$ cat src/rtl/fc_pkg.sv
// Shared types and arithmetic helpers for the sequential FC layer.
// Build with FC_RELU_EN defined to fuse a ReLU into the saturation step.
package fc_pkg;

  typedef enum logic [1:0] {
    IDLE,
    RUN,
    SAT,
    DONE
  } state_t;

`ifdef FC_RELU_EN
  localparam bit RELU_EN = 1'b1;
`else
  localparam bit RELU_EN = 1'b0;
`endif

  function automatic int acc_w(input int bw, input int n);
    return 2*bw + $clog2(n+1);
  endfunction

  function automatic longint sat_to_w(
    input longint acc,
    input int     width
  );
    longint hi;
    longint lo;
    hi = (longint'(1) <<< (width-1)) - 1;
    lo = -hi - 1;
    if (acc > hi) return hi;
    if (acc < lo) return lo;
    return acc;
  endfunction

  function automatic longint relu(input longint v);
    return (RELU_EN && v < 0) ? 64'sd0 : v;
  endfunction

endpackage

$ cat src/rtl/fc_mac_lane.sv
// One signed MAC lane: loads a sign-extended bias or adds a full product.
// sum exposes acc+product so the owner can capture a finished dot-product.
module fc_mac_lane #(
  parameter int BW = 8,
  parameter int AW = 19
) (
  input  logic                 clk,
  input  logic                 rst_n,
  input  logic                 load,
  input  logic                 en,
  input  logic signed [BW-1:0] init,
  input  logic signed [BW-1:0] a,
  input  logic signed [BW-1:0] b,
  output logic signed [AW-1:0] sum
);

  logic signed [2*BW-1:0] prod;
  logic signed [AW-1:0]   acc;

  assign prod = a * b;
  assign sum  = acc + {{(AW-2*BW){prod[2*BW-1]}}, prod};

  always_ff @(posedge clk or negedge rst_n) begin
    if (!rst_n) begin
      acc <= '0;
    end else if (load) begin
      acc <= {{(AW-BW){init[BW-1]}}, init};
    end else if (en) begin
      acc <= sum;
    end
  end

endmodule

$ cat src/rtl/fc_seq_mac.sv
// Time-multiplexed FC layer: LANES MACs sweep OUTPUT_SIZE dot-products.
// Optional ReLU on the saturated output when FC_RELU_EN is defined.
module fc_seq_mac
  import fc_pkg::*;
#(
  parameter int BITWIDTH    = 8,
  parameter int INPUT_SIZE  = 7,
  parameter int OUTPUT_SIZE = 5,
  parameter int LANES       = 1
) (
  input  logic                                     clk,
  input  logic                                     rst_n,
  input  logic                                     in_valid,
  output logic                                     in_ready,
  input  logic [BITWIDTH*INPUT_SIZE-1:0]           data,
  input  logic [BITWIDTH*INPUT_SIZE*OUTPUT_SIZE-1:0] weight,
  input  logic [BITWIDTH*OUTPUT_SIZE-1:0]          bias,
  output logic                                     out_valid,
  input  logic                                     out_ready,
  output logic [2*BITWIDTH*OUTPUT_SIZE-1:0]        result,
  output logic                                     busy
);

  localparam int GROUPS = OUTPUT_SIZE / LANES;
  localparam int AW     = acc_w(BITWIDTH, INPUT_SIZE);
  localparam int RW     = 2*BITWIDTH;
  localparam int JW     = INPUT_SIZE > 1 ? $clog2(INPUT_SIZE) : 1;
  localparam int GW     = GROUPS > 1 ? $clog2(GROUPS) : 1;

  if (OUTPUT_SIZE % LANES != 0) begin : g_bad_lanes
    $error("fc_seq_mac: OUTPUT_SIZE must be a multiple of LANES");
  end

  state_t state;
  state_t state_nx;

  logic [JW-1:0] j;
  logic [GW-1:0] g;
  logic          accept;
  logic          last_j;
  logic          last_mac;
  logic          lane_ld;
  logic          lane_en;

  logic [BITWIDTH*INPUT_SIZE-1:0]             data_q;
  logic [BITWIDTH*INPUT_SIZE*OUTPUT_SIZE-1:0] weight_q;
  logic [BITWIDTH*OUTPUT_SIZE-1:0]            bias_q;
  logic [RW*OUTPUT_SIZE-1:0]                  result_q;
  logic [RW*OUTPUT_SIZE-1:0]                  sat_res;
  logic signed [AW-1:0]                       acc_q [OUTPUT_SIZE];

  logic signed [BITWIDTH-1:0] op_a   [LANES];
  logic signed [BITWIDTH-1:0] op_b   [LANES];
  logic signed [BITWIDTH-1:0] b_init [LANES];
  logic signed [AW-1:0]       lane_sum [LANES];

  assign accept   = in_valid && in_ready;
  assign last_j   = (j == JW'(INPUT_SIZE-1));
  assign last_mac = (state == RUN) && last_j && (g == GW'(GROUPS-1));
  assign lane_en  = (state == RUN);
  assign lane_ld  = accept || (state == RUN && last_j && !last_mac);
  assign result   = result_q;

  always_ff @(posedge clk or negedge rst_n) begin
    if (!rst_n) state <= IDLE;
    else        state <= state_nx;
  end

  always_comb begin
    state_nx = state;
    unique case (state)
      IDLE: if (in_valid)  state_nx = RUN;
      RUN:  if (last_mac)  state_nx = SAT;
      SAT:                 state_nx = DONE;
      DONE: if (out_ready) state_nx = IDLE;
      default:             state_nx = IDLE;
    endcase
  end

  always_comb begin
    in_ready  = (state == IDLE);
    out_valid = (state == DONE);
    busy      = (state == RUN) || (state == SAT);
  end

  always_ff @(posedge clk or negedge rst_n) begin
    if (!rst_n) begin
      j <= '0;
      g <= '0;
    end else if (accept) begin
      j <= '0;
      g <= '0;
    end else if (state == RUN) begin
      if (last_j) begin
        j <= '0;
        g <= last_mac ? '0 : g + 1'b1;
      end else begin
        j <= j + 1'b1;
      end
    end
  end

  // Lane l works on neuron g*LANES+l; at a group boundary it preloads the next group's bias.
  always_comb begin
    for (int l = 0; l < LANES; l++) begin
      int i;
      int nb;
      i  = int'(g)*LANES + l;
      nb = i + LANES;
      op_a[l]   = data_q[int'(j)*BITWIDTH +: BITWIDTH];
      op_b[l]   = weight_q[(i*INPUT_SIZE + int'(j))*BITWIDTH +: BITWIDTH];
      b_init[l] = '0;
      if (state == IDLE)
        b_init[l] = bias[l*BITWIDTH +: BITWIDTH];
      else if (nb < OUTPUT_SIZE)
        b_init[l] = bias_q[nb*BITWIDTH +: BITWIDTH];
    end
  end

  for (genvar l = 0; l < LANES; l++) begin : g_lane
    fc_mac_lane #(
      .BW(BITWIDTH),
      .AW(AW)
    ) u_lane (
      .clk  (clk),
      .rst_n(rst_n),
      .load (lane_ld),
      .en   (lane_en),
      .init (b_init[l]),
      .a    (op_a[l]),
      .b    (op_b[l]),
      .sum  (lane_sum[l])
    );
  end

  always_comb begin
    sat_res = '0;
    for (int i = 0; i < OUTPUT_SIZE; i++) begin
      longint s;
      s = relu(sat_to_w(longint'(acc_q[i]), RW));
      sat_res[i*RW +: RW] = s[RW-1:0];
    end
  end

  always_ff @(posedge clk or negedge rst_n) begin
    if (!rst_n) begin
      data_q   <= '0;
      weight_q <= '0;
      bias_q   <= '0;
      result_q <= '0;
      for (int i = 0; i < OUTPUT_SIZE; i++) acc_q[i] <= '0;
    end else begin
      if (accept) begin
        data_q   <= data;
        weight_q <= weight;
        bias_q   <= bias;
      end
      if (state == RUN && last_j) begin
        for (int i = 0; i < OUTPUT_SIZE; i++)
          if (int'(g) == i / LANES) acc_q[i] <= lane_sum[i % LANES];
      end
      if (state == SAT) result_q <= sat_res;
    end
  end

endmodule

$ cat config.mk
export PLATFORM = sky130hd
export DESIGN_NAME = fc_seq_mac
export DESIGN_NICKNAME = d
export VERILOG_FILES = /design/src/rtl/fc_pkg.sv /design/src/rtl/fc_mac_lane.sv /design/src/rtl/fc_seq_mac.sv
export SDC_FILE = /design/constraint.sdc
export NUM_CORES = 1
export LEC_CHECK = 0
export ABC_AREA = 1
export BUFFER_PORTS_ARGS = -buffer_cell sky130_fd_sc_hd__buf_4
export CAP_MARGIN = 10
export CORE_UTILIZATION = 52
export DETAILED_ROUTE_END_ITERATION = 7
export GPL_TIMING_DRIVEN = 0
export PLACE_DENSITY = 0.75
export SKIP_CTS_REPAIR_TIMING = 1
export SLEW_MARGIN = 10
export SYNTH_ARGS = -nofsm -noshare
export SYNTH_HDL_FRONTEND = slang
export SYNTH_SLANG_ARGS = --single-unit
$ cat constraint.sdc
create_clock -name clk -period 8.1 [get_ports clk]
set_input_delay 0.405 -clock clk [delete_from_list [all_inputs] [get_ports clk]]
set_output_delay 0.405 -clock clk [all_outputs]
set_load 0.1 [all_outputs]
==> metrics.csv, run 1 <==
stage,metric,value,unit
synth,Mapped Cells,3689,
layout,Layout Nets,4978,
synth,"Seq/Total Area, Yosys",0.491,
placement,input/output buffers,462,
placement,Placed Area,33600,um^2
drt,vias,29655,
layout,register area,14300,um^2
clock_tree,clk_lat worst skew,0.67,ns
drt,DRC errors left,0,
synth,Post-synth EDFFs,0,
layout,synthesis-to-finish area growth,36.6,%
sta,RSZ-0062 raised after global routing,true,
floorplan,chip height,238,um
worst_setup_path,crit path kind,reg -> reg,
synth,synthesized cell area,29000,um^2
flow_run,maxcap violations,0,
worst_setup_path,most frequent CP cell,fa_1,
sta,endpoints failing setup,54,
clock_tree,Num CTS Buffers,59,
layout,Multi-input gate area,14400,um^2
synth,synth unique cells,54,
worst_setup_path,"Largest delay share family, worst path",adder cells,
synth,Async SR Flop Fraction,1.00,
worst_setup_path,Setup crit start kind,flip-flop,
worst_hold_path,hold path depth,3,
synth,mean post-synth cell area,7.87,um^2
synth,"Top FF cell, synth",dfrtp_1,
worst_setup_path,worst-case reg-to-reg path depth,42,
worst_setup_path,worst r2r src,g[0]$_DFFE_PN0P_,
layout,post-route insts no fill,5273,
clock_tree,maximum root-to-sink buffer count,3,
layout,proportion of layout cells with a drive suffix above 1,0.216,
floorplan,DIE AREA,56800,um^2
worst_setup_path,worst-path maximum fanout,7,
sta,Tmin final,8.51,ns
synth,Mapped Nets,4195,
sta,Worst Skew,0.0409,ns
worst_setup_path,R2R setup slack,-0.41,ns
drt,Vias per Instance,5.62,
sta,Slew @ Worst Pin,1.14,ns
worst_hold_path,Min-Delay Startpoint,bias[11],
worst_hold_path,Hold EP,bias_q[11]$_DFFE_PN0P_,
synth,Synth Register Bits,570,
worst_setup_path,crit-path max cell delay,0.69,ns
drt,Iter 0 DRT Violations,3420,
worst_setup_path,"Data required, critical path",8.61,ns
placement,placed cell count,4905,
sta,Min Hold Slack,-0.0336,ns
drt,Pre-antenna DRT Iters,6,
worst_setup_path,reg-to-reg critical path endpoint,acc_q[74]$_DFFE_PN0P_,
clock_tree,CTS Sinks,570,
global_route,GRT overflow,0,
sta,"Hold Vio Cnt, Final",39,
global_route,initial antenna violation count,4,
worst_setup_path,CP Capture Type,flip-flop,
worst_hold_path,Hold Crit Class,in -> reg,
global_route,gr usage total,0.359,
clock_tree,CTS tree,built,
sta,slew margin rel.,0.238,
clock_tree,H-tree Lvls,2,
worst_setup_path,Stages on worst setup path,42,
floorplan,core area,55100,um^2
global_route,first-pass GRT wire length,153000,um
status,failing checks,"hold timing, setup timing",
drt,DR WL/cell,20.9,um
floorplan,I/O pin count,463,
layout,Final Cell Area,39700,um^2
status,status,finished with violations,
worst_setup_path,CP arrival,9.02,ns
global_route,vias in the first global route,26894,
sta,final slew viol count,0,
clock_tree,clk slew on worst S/H paths,0.06,ns
worst_setup_path,Critical-path top delay cell,fa_2,
drt,remaining antenna violation count,0,
floorplan,num rows,86,
floorplan,die width,238,um
placement,routability-driven placement congestion ratio,0.968,
layout,Fillers,4116,
drt,WL final,110000,um
sta,Peak Freq,0.117,GHz
placement,Setup WS pre-CTS,-1.64,ns
floorplan,Initial Util,0.527,
clock_tree,Clock Tree Root,clkbuf_16,
sta,fin crit share,1.05,
synth,synth warn,0,
global_route,largest net degree at the start of global routing,107,
sta,final worst slack,-0.411,ns
worst_setup_path,CP bufs+invs,9,
placement,post-DP HPWL,76800,um
synthesized netlist by cell type (6+ instances only):
| cell | n | area [um^2] |
|---|---|---|
| nand4_1 | 14 | 87.6 |
| nand2_1 | 1611 | 6050 |
| o21ai_0 | 277 | 1390 |
| clkbuf_1 | 132 | 495 |
| inv_2 | 7 | 26.3 |
| buf_2 | 49 | 245 |
| nor3_1 | 7 | 35.0 |
| xnor2_1 | 8 | 70.1 |
| o221ai_1 | 8 | 70.1 |
| a21oi_1 | 141 | 706 |
| xor2_1 | 10 | 87.6 |
| fa_1 | 61 | 1220 |
| nor2_2 | 8 | 50.1 |
| nor2_1 | 200 | 751 |
| a22oi_1 | 18 | 135 |
| a31oi_1 | 7 | 43.8 |
| a32o_1 | 13 | 130 |
| nand3_1 | 168 | 841 |
| nand2_2 | 6 | 37.5 |
| dfrtp_1 | 570 | 14300 |
| o21ai_1 | 9 | 45.0 |
| inv_1 | 230 | 863 |
| ha_1 | 65 | 813 |
metrics by stage:
stage / setup TNS [ns] / hold WS (ns) / util
2_1_floorplan: 0 / 0.109 / -
3_3_place_gp: -92.21 / 0.457 / 0.607
6_report: -11.76 / -0.0336 / 0.720
4_1_cts: -97.70 / -0.368 / 0.648
5_1_grt: -28.26 / -0.00840 / 0.720
3_5_place_dp: -96.26 / 0.311 / 0.610
registers in the layout (all words and copies together), names as in the netlist:
signal,count
weight_q,280
acc_q,95
result,80
data_q,56
bias_q,32
g_lane.u_lane.acc,19
g,3
j,3
state,2
layout make-up:
| cell class | instances | share of cell area |
|---|---|---|
| Multi-Input combinational cell | 2690 | 0.364 |
| Sequential cell | 570 | 0.360 |
| Timing Repair Buffer | 726 | 0.155 |
| Clock buffer | 86 | 0.0441 |
| Tap cell | 748 | 0.0236 |
| Inverter | 239 | 0.0230 |
| Buffer | 186 | 0.0214 |
| Clock inverter | 21 | 0.00817 |
| Antenna cell | 7 | 0.000442 |
cell families (layout without fill, tap and decap cells):
kind of cell | Yosys count | count (layout) | synth area share
simple gates | 2028 | 2028 | 0.274
flops | 570 | 570 | 0.491
compound gates | 516 | 516 | 0.0992
buf+inv | 429 | 1258 | 0.0582
fa+ha+maj | 126 | 126 | 0.0701
xor+xnor | 20 | 20 | 0.00694
other cells | 0 | 7 | 0
worst max path at each step:
stage	from	endpoint	slack, ns
after global routing	g[0]$_DFFE_PN0P_	acc_q[15]$_DFFE_PN0P_	-0.68
after global placement	g[0]$_DFFE_PN0P_	acc_q[29]$_DFFE_PN0P_	-1.61
after detailed placement	g[0]$_DFFE_PN0P_	acc_q[55]$_DFFE_PN0P_	-1.64
final	g[0]$_DFFE_PN0P_	acc_q[74]$_DFFE_PN0P_	-0.41
after floorplan	g[0]$_DFFE_PN0P_	g_lane[0].u_lane.acc[14]$_DFFE_PN0P_	0.003
after CTS	g[0]$_DFFE_PN0P_	acc_q[55]$_DFFE_PN0P_	-1.66
routing by layer:
metal  GRT usage  part of all wire
met5           0           0.00010
met4       0.161             0.057
met3      0.0779              0.11
met2       0.564              0.46
met1       0.477              0.38
worst min-delay path, cell delays in order:
cell	delay, ns
buf_4	0.08
nand2_1	0.04
nand2_1	0.04
cells in the final DEF (no fill, tap or decap), types with 22 or more instances in the layout:
cell type,count
dfrtp_1,568
nand2_2,32
buf_2,42
inv_2,31
o21ai_1,22
dlygate4sd3_1,194
o21ai_0,250
nor2_1,174
a21oi_1,111
nand3_2,50
inv_1,200
a21oi_2,27
ha_1,45
fa_1,55
clkbuf_1,131
nand3_1,111
buf_4,513
nand2_1,1565
clkbuf_16,61
Power of run 1 is left out: the tool's default activity adds up to more than one toggle a clock period on the data nets, which glitch-free logic cannot reach.
==> inputs of run 2 (changes only) <==
- CORE_UTILIZATION: 52 -> 58
- PLACE_DENSITY: 0.75 -> 0.79
- SYNTH_HIERARCHICAL: default -> 1
- clock period: 8.1 -> 8.8 ns (I/O delays scaled with it)
==> metrics.csv, run 2 <==
stage,metric,value,unit
status,status,finished with violations,
status,failing checks,hold timing,
worst_setup_path,Critical-path top delay cell,fa_2,
synth,Synth area leaders,"dfrtp_1 (48%), nand2_1 (23%), fa_1 (4.1%), nand3_1 (3.7%), o21ai_0 (3.7%)",
layout,synthesis-to-finish area growth,24.8,%
synth,XOR/XNOR Fraction of Synth Area,0.00742,
synth,synth warn,6,
placement,input/output buffers,462,
placement,routability-driven placement congestion ratio,0.990,
synth,most frequent cell after synthesis,nand2_1,
drt,Iter 0 DRT Violations,2828,
synth,synthesized cell area,29500,um^2
drt,DR WL/cell,19.0,um
synth,compound-gate portion of the synthesized area,0.0700,
sta,final worst slack,0.287,ns
synth,Simple-Gate Fraction of Synth Area,0.303,
synth,mux contribution to synthesized area,0,
worst_setup_path,worst-case reg-to-reg path depth,44,
layout,max reg flops,280,
sta,"Hold Vio Cnt, Final",19,
global_route,gr usage total,0.377,
drt,Pre-antenna DRT Iters,8,
clock_tree,clk_lat worst skew,0.64,ns
synth,"area leader, netlist",dfrtp_1,
synth,Synth top area share,0.484,
synth,adder-cell share of the synthesized area,0.0687,
worst_setup_path,CP arrival,9.00,ns
floorplan,DIE AREA,51800,um^2
worst_hold_path,Min-Delay Startpoint,weight[149],
drt,WL final,96900,um
clock_tree,H-tree Lvls,2,
clock_tree,clk slew on worst S/H paths,0.06,ns
worst_setup_path,Setup crit start kind,flip-flop,
sta,Slew @ Worst Pin,0.876,ns
synth,Mapped Nets,4318,
sta,fin crit share,0.967,
synth,Mapped Cells,3812,
worst_setup_path,most frequent CP cell,fa_1,
floorplan,Initial Util,0.588,
drt,Vias per Instance,5.49,
layout,Biggest register,weight_q,
global_route,largest net degree at the start of global routing,111,
synth,Async SR Flop Fraction,1.00,
worst_setup_path,R2R setup slack,0.29,ns
layout,"commonest non-fill, non-tap cell in the layout",nand2_1,
synth,main combinational cell family by area after synthesis,simple AND/OR/NAND/NOR gates,
worst_setup_path,crit path kind,reg -> reg,
sta,Tmin final,8.51,ns
worst_hold_path,Hold Crit Class,in -> reg,
global_route,initial antenna violation count,4,
sta,endpoints failing setup,0,
layout,Fillers,3924,
floorplan,core area,50200,um^2
worst_hold_path,Hold EP,weight_q[149]$_DFFE_PN0P_,
clock_tree,CTS tree,built,
global_route,vias in the first global route,26797,
worst_setup_path,"Data required, critical path",9.28,ns
floorplan,num rows,82,
global_route,first-pass GRT wire length,147000,um
layout,most frequent cells in the layout,"nand2_1 (1777), dfrtp_1 (568), buf_4 (502)",
synth,mean post-synth cell area,7.74,um^2
layout,proportion of layout cells with a drive suffix above 1,0.192,
sta,slew margin rel.,0.416,
floorplan,die width,228,um
drt,remaining antenna violation count,0,
floorplan,chip height,228,um
drt,DRC errors left,0,
worst_setup_path,worst-path maximum fanout,8,
layout,register area,14300,um^2
worst_setup_path,worst r2r src,g[0]$_DFFE_PN0P_,
clock_tree,maximum root-to-sink buffer count,3,
synth,Synth top cells by count,"nand2_1 (1789), dfrtp_1 (570), inv_1 (257), nand3_1 (218), o21ai_0 (217)",
layout,Multi-input gate area,13600,um^2
sta,Worst Skew,0.0360,ns
global_route,GRT overflow,0,
drt,vias,27998,
worst_setup_path,reg-to-reg critical path endpoint,acc_q[56]$_DFFE_PN0P_,
clock_tree,Clock Tree Root,clkbuf_16,
layout,Layout Nets,4887,
sta,Peak Freq,0.117,GHz
floorplan,I/O pin count,463,
synth,Synth Register Bits,570,
placement,Setup WS pre-CTS,-1.24,ns
layout,post-layout util,0.733,
worst_setup_path,CP Capture Type,flip-flop,
sta,Min Hold Slack,-0.00822,ns
sta,final slew viol count,0,
clock_tree,CTS Sinks,570,
synth,"Top FF cell, synth",dfrtp_1,
synth,"Seq/Total Area, Yosys",0.484,
synth,Post-synth EDFFs,0,
synth,synth unique cells,55,
placement,post-DP HPWL,72800,um
flow_run,maxcap violations,0,
clock_tree,Num CTS Buffers,58,
worst_hold_path,hold path depth,3,
sta,setup_tns,0,ns
worst_setup_path,crit-path max cell delay,0.55,ns
## run 2: layout make-up
| cell class | count | share of cell area |
|---|---|---|
| sequential | 570 | 0.388 |
| multi-input combinational | 2772 | 0.369 |
| timing repair buffer | 516 | 0.110 |
| clock buffer | 72 | 0.0430 |
| inverter | 270 | 0.0289 |
| buffer | 193 | 0.0269 |
| tap | 672 | 0.0228 |
| clock inverter | 32 | 0.0112 |
| antenna | 2 | 0.000136 |
## run 2: metal layers
metal  track usage  wire, um  vias to the layer above
li1              -         -                    13024
met1         0.525     39400                    13169
met2         0.576     43000                     1525
met3        0.0694      9710                      276
met4         0.174      4710                        4
met5             0        31                        -
## run 2: cell families (layout without fill, tap and decap cells)
| family | count (synthesis) | after routing |
|---|---|---|
| simple gates | 2250 | 2250 |
| flops | 570 | 570 |
| buf+inv | 471 | 1083 |
| compound gates | 373 | 373 |
| fa+ha+maj | 126 | 126 |
| xor+xnor | 22 | 23 |
| other cells | 0 | 2 |
## run 2: how the worst max path moves through the flow
stage | start | to | cells after the start
after floorplan | g[0]$_DFFE_PN0P_ | acc_q[75]$_DFFE_PN0P_ | 46
after global placement | g[1]$_DFFE_PN0P_ | acc_q[37]$_DFFE_PN0P_ | 45
after detailed placement | g[1]$_DFFE_PN0P_ | acc_q[94]$_DFFE_PN0P_ | 45
after CTS | g[1]$_DFFE_PN0P_ | acc_q[94]$_DFFE_PN0P_ | 45
after global routing | g[0]$_DFFE_PN0P_ | acc_q[69]$_DFFE_PN0P_ | 41
final | g[0]$_DFFE_PN0P_ | acc_q[56]$_DFFE_PN0P_ | 44
## run 2: per-stage QoR
step	std cells	cell area [um^2]
detailed placement	4951	34000
CTS	5055	35900
floorplan	3812	29500
global placement	4946	33800
global route	5098	36800
finish	5099	36800
## run 2: worst max-delay path: cells and delay by family, from the launching register on
family,cells,cell delay [ns]
AOI/OAI and AO/OA,3,0.28
DFF,1,0.53
xor gates and xnor gates,1,0.18
and+or+nand+nor,18,2.02
buffers and inverters,13,1.12
adders and majority gates,9,4.22
Power of run 2 is left out for the same reason.
